[src/rtl/ascon_pack.sv]
// Shared types and constants for the ASCON permutation datapath and its sequencer.
package ascon_pack;

  // Word 0 is x0 and occupies the most significant 64 bits of the flat vector.
  typedef logic [0:4][63:0] type_state;

  typedef enum logic [1:0] {
    IDLE = 2'd0,
    RUN  = 2'd1,
    DONE = 2'd2
  } ctrl_state_t;

  localparam logic [3:0] ROUND_LAST = 4'd11;

  localparam logic [4:0] SBOX [32] = '{
    5'h04, 5'h0b, 5'h1f, 5'h14, 5'h1a, 5'h15, 5'h09, 5'h02,
    5'h1b, 5'h05, 5'h08, 5'h12, 5'h1d, 5'h03, 5'h06, 5'h1c,
    5'h1e, 5'h13, 5'h07, 5'h0e, 5'h00, 5'h0d, 5'h11, 5'h18,
    5'h10, 5'h0c, 5'h01, 5'h19, 5'h16, 5'h0a, 5'h0f, 5'h17
  };

  function automatic logic [7:0] round_const(input logic [3:0] r);
    return {~r, r};
  endfunction

endpackage

[src/rtl/permutation_round.sv]
// One combinational ASCON round: constant addition, substitution, linear diffusion.
module permutation_round
  import ascon_pack::*;
(
  input  type_state  state_i,
  input  logic [3:0] round_i,
  output type_state  state_o
);

  type_state added;
  type_state subst;

  function automatic logic [63:0] ror(input logic [63:0] x, input int n);
    return (x >> n) | (x << (64 - n));
  endfunction

  always_comb begin
    added          = state_i;
    added[2][7:0]  = state_i[2][7:0] ^ round_const(round_i);
  end

  substitution_layer u_sbox (
    .state_i (added),
    .state_o (subst)
  );

  always_comb begin
    state_o    = subst;
    state_o[0] = subst[0] ^ ror(subst[0], 19) ^ ror(subst[0], 28);
    state_o[1] = subst[1] ^ ror(subst[1], 61) ^ ror(subst[1], 39);
    state_o[2] = subst[2] ^ ror(subst[2], 1)  ^ ror(subst[2], 6);
    state_o[3] = subst[3] ^ ror(subst[3], 10) ^ ror(subst[3], 17);
    state_o[4] = subst[4] ^ ror(subst[4], 7)  ^ ror(subst[4], 41);
  end

endmodule

[src/rtl/substitution_layer.sv]
// ASCON 5-bit S-box applied to all 64 bit-slices; x0 is the slice MSB.
module substitution_layer
  import ascon_pack::*;
(
  input  type_state state_i,
  output type_state state_o
);

  for (genvar i = 0; i < 64; i++) begin : g_slice
    logic [4:0] slice_in;
    logic [4:0] slice_out;

    assign slice_in  = {state_i[0][i], state_i[1][i], state_i[2][i], state_i[3][i], state_i[4][i]};
    assign slice_out = SBOX[slice_in];

    assign state_o[0][i] = slice_out[4];
    assign state_o[1][i] = slice_out[3];
    assign state_o[2][i] = slice_out[2];
    assign state_o[3][i] = slice_out[1];
    assign state_o[4][i] = slice_out[0];
  end

endmodule

[src/rtl/permutation_ctrl.sv]
// Round sequencer for ASCON p^a / p^b: state register, round counter and handshake FSM.
//   state | meaning
//   IDLE  | ready for start_i, counter parked at 0
//   RUN   | one round per clock, counter walks up to ROUND_LAST
//   DONE  | result held on state_o until out_ready_i
module permutation_ctrl
  import ascon_pack::*;
#(
  parameter int NB_ROUNDS_A = 12,
  parameter int NB_ROUNDS_B = 6
) (
  input  logic       clock_i,
  input  logic       reset_i,
  input  logic       start_i,
  input  logic       mode_b_i,
  input  type_state  state_i,
  output logic       ready_o,
  output logic       valid_o,
  input  logic       out_ready_i,
  output type_state  state_o,
  output logic [3:0] round_o
);

  // Both permutations end on round ROUND_LAST, so the shorter one starts later.
  localparam logic [3:0] CNT_START_A = 4'(int'(ROUND_LAST) + 1 - NB_ROUNDS_A);
  localparam logic [3:0] CNT_START_B = 4'(int'(ROUND_LAST) + 1 - NB_ROUNDS_B);

  ctrl_state_t fsm_q, fsm_d;
  type_state   state_q, state_d;
  logic [3:0]  cnt_q, cnt_d;
  type_state   round_out;

  permutation_round u_round (
    .state_i (state_q),
    .round_i (cnt_q),
    .state_o (round_out)
  );

  always_comb begin
    fsm_d   = fsm_q;
    state_d = state_q;
    cnt_d   = cnt_q;
    if (cnt_q > ROUND_LAST) begin
      fsm_d = IDLE;
      cnt_d = '0;
    end else begin
      case (fsm_q)
        IDLE: begin
          if (start_i) begin
            state_d = state_i;
            cnt_d   = mode_b_i ? CNT_START_B : CNT_START_A;
            fsm_d   = RUN;
          end
        end
        RUN: begin
          state_d = round_out;
          if (cnt_q == ROUND_LAST) begin
            fsm_d = DONE;
          end else begin
            cnt_d = cnt_q + 4'd1;
          end
        end
        DONE: begin
          if (out_ready_i) begin
            fsm_d = IDLE;
            cnt_d = '0;
          end
        end
        default: begin
          fsm_d = IDLE;
          cnt_d = '0;
        end
      endcase
    end
  end

  always_ff @(posedge clock_i) begin
    if (reset_i) begin
      fsm_q   <= IDLE;
      state_q <= '0;
      cnt_q   <= '0;
    end else begin
      fsm_q   <= fsm_d;
      state_q <= state_d;
      cnt_q   <= cnt_d;
    end
  end

  assign ready_o = (fsm_q == IDLE);
  assign valid_o = (fsm_q == DONE);
  assign state_o = state_q;
  assign round_o = cnt_q;

endmodule

[config.mk]
export PLATFORM = sky130hd
export DESIGN_NAME = permutation_ctrl
export DESIGN_NICKNAME = d
export VERILOG_FILES = /design/src/rtl/ascon_pack.sv /design/src/rtl/permutation_round.sv /design/src/rtl/substitution_layer.sv /design/src/rtl/permutation_ctrl.sv
export SDC_FILE = /design/constraint.sdc
export NUM_CORES = 2
export LEC_CHECK = 0
export CORE_ASPECT_RATIO = 0.5
export CORE_MARGIN = 2
export CORE_UTILIZATION = 58
export DETAILED_ROUTE_END_ITERATION = 8
export PLACE_DENSITY = 0.94
export SLEW_MARGIN = 0
export SYNTH_ARGS = -nofsm -noshare
export SYNTH_HDL_FRONTEND = slang
export SYNTH_SLANG_ARGS = --single-unit
[constraint.sdc]
create_clock -name clock_i -period 3.6 [get_ports clock_i]
set_clock_uncertainty 0.1 [all_clocks]
set_input_delay 1.08 -clock clock_i [delete_from_list [all_inputs] [get_ports clock_i]]
set_output_delay 1.08 -clock clock_i [all_outputs]
set_load 0.05 [all_outputs]
==> flow_summary.toml <==
[place]
routabilityCongestion = 1.21
dp_hpwl_um = 142000
portBuffers = 650
placed_cell_area_sq_um = 41100
placed_cells = 5414

[synthesis]
synth-seq-cells = 326
ys_seq_area_share_pct = 19.7
avgSynthCellArea_sq_um = 8.08
synth_fp_nets = 4778
yosys-top-cells-area = "dfxtp_1 (20%), xnor2_1 (17%), ha_1 (13%), a21oi_1 (5.7%), xor2_1 (5.0%)"
syn-cell-area_sq_um = 33200
yosysTopAreaCellShare_pct = 19.7
yosysWarnings = 0
synth_cell_type_count = 50
yosysTopAreaCell = "dfxtp_1"
syn_inst = 4104

[cells_and_area]
drive_above_1_share_pct = 8.48
final_util_pct = 75.5
fin_area_sq_um = 42300
nNetsFinal = 5369
fin_cells = 5484
area_growth_pct = 27.5

[sta]
worstMarginPinSlew_ps = 1690
holdWs_ps = 446
final-setup-viol-count = 2
fmax_ghz = 0.275
rsz0062_at_grt = "false"
min_period_ps = 3640
finalHoldViolations = 0
setup_slack_ps = -37.9
max-slew-margin-rel_pct = -13.2
drv_slew = 5
fin_crit_sh_pct = 101

[critical_path]
start_kind = "register"
critical_path.slowest_cell = "clkdlybuf4s50_1"
cp.arrival_ps = 2460
worst-r2r-setup-slack_ps = -20
setup.worst_path.end_class = "output port"
worstPathMaxFanout = 9
cp.required_ps = 2420
critical_path.cell_chain = "clkdlybuf4s50_1"
critPathBufInv = 1
slowest_delay_ps = 1010
crit_family = "buffers and inverters"
path_class = "register to output port"

[clocking]
clockBufferDepth = 3
clk_pin_slew_ps = 70
cts_tree = "built"
numCtsBuffers = 35
cts_sinks = 326
htreeDepth = 2
clock_latency_ps = 580
cts_hold_buf = 0
post-cts-setup-buffers = 0
root_buffer = "clkbuf_16"
cts-resized-gates = 0

[routing]
ant_nets = 0
vias = 36600
via_per_inst = 6.67
dr.pass1.iters = 9
drc = 12
wire_per_inst_um = 31.7
wirelength_um = 174000
drt_iter0_markers = 6850

[grt]
grt_start_max_net_pins = 107
grt_util_all_layers_pct = 55.7
grt_pass1_wl_um = 237000
antenna_found_initial = 9
grt-ovfl-total = 0
grt_pass1_vias = 32700

[hold_path]
hp-class = "register to register"

[die]
die_x_um = 342
fp.dieArea_sq_um = 59200
fp-row-count = 61
die_height_um = 173
coreArea_sq_um = 56000
io_pins = 651
start_util_pct = 59.2

[flow_run]
max_cap_viol_count = 1

[status]
violations = "DRC, capacitance limit, slew limit, setup timing"
status = "finished with violations"
[synth_stat cells (all sizes together)]
| cell type | n |
|---|---|
| a2111oi | 19 |
| inv | 237 |
| o31ai | 5 |
| o21a | 6 |
| nor2 | 406 |
| a21oi | 382 |
| nand2b | 50 |
| o41ai | 1 |
| or3 | 94 |
| dfxtp | 326 |
| a211oi | 136 |
| clkbuf | 149 |
| mux2i | 130 |
| xor2 | 199 |
| nor3b | 1 |
| ha | 349 |
| o21ai | 132 |
| and3b | 1 |
| nand3 | 60 |
| nor2b | 63 |
| a311oi | 19 |
| nand2 | 117 |
| o211a | 1 |
| nor3 | 86 |
| o22ai | 64 |
| xnor3 | 7 |
| a211o | 13 |
| buf | 157 |
| a31oi | 43 |
| a21o | 5 |
| nand3b | 2 |
| a221oi | 10 |
| xnor2 | 693 |
| o211ai | 78 |
| and3 | 63 |
[cell type report]
class	instances	area (sq um)
diodes	10	25.0
clock buffers	46	1000
clock inverters	14	128
fillers	4222	13700
inverters	237	890
multi-input cells	3235	24400
flip-flops and latches	326	6530
well taps	756	946
repair buffers	860	8330
[layout by cell type (no fill, tap or decap), types with 27 or more instances in the layout]
| cell type | n |
|---|---|
| nand2_1 | 117 |
| nand3_1 | 60 |
| inv_1 | 237 |
| o211ai_1 | 77 |
| a211oi_1 | 135 |
| xnor2_2 | 47 |
| dfxtp_1 | 326 |
| o21ai_0 | 104 |
| ha_1 | 349 |
| mux2i_1 | 107 |
| a31oi_2 | 39 |
| xor2_1 | 191 |
| o21ai_1 | 27 |
| or3_1 | 94 |
| o22ai_1 | 64 |
| nor3_1 | 86 |
| nand2b_1 | 49 |
| clkdlybuf4s50_1 | 649 |
| xnor2_1 | 646 |
| and3_1 | 63 |
| clkbuf_16 | 37 |
| nor2b_1 | 62 |
| a21oi_1 | 377 |
| nor2_1 | 405 |
| buf_4 | 191 |
[per-layer routing]
metal  share of wire (%)  global-route usage (%)
met4                 6.4                    25.2
met2                  38                    75.5
met5                0.72                    7.37
met3                  19                    31.8
met1                  36                    69.9
[cell families (layout without fill, tap and decap cells)]
family,after synthesis,after routing,share of synthesized area (%)
AO/OA/AOI/OAI,914,914,17.5
XOR/XNOR,899,899,25.3
adder cells (fa/ha/maj),349,349,13.2
buffers and inverters,543,1157,6.76
flip-flops,326,326,19.7
multiplexers,130,130,4.24
other,0,10,0
AND/OR/NAND/NOR,943,943,13.3
[final timing paths]
kind                     start  depth (start not counted)            to
setup / recovery  state_o[287]                          1  state_o[287]
hold / removal     state_o[89]                          2   state_o[89]
setup reg to reg   state_o[59]                          9  state_o[254]
hold reg to reg    state_o[89]                          2   state_o[89]
[metrics by stage]
| stage | setup WS [ps] | setup TNS, ps |
|---|---|---|
| after floorplan | 1060 | 0 |
| after global placement | 372 | 0 |
| after detailed placement | 397 | 0 |
| after CTS | 93.8 | 0 |
| after global routing | 71.6 | 0 |
| final | -37.9 | -55.0 |
[sequential cells by signal (all words and copies together), names as in the netlist]
register,count
fsm_q,2
round_o,4
state_o,320
Power is not shown: default switching activity piles up to over one toggle a cycle in this logic, so the estimate is an artifact.
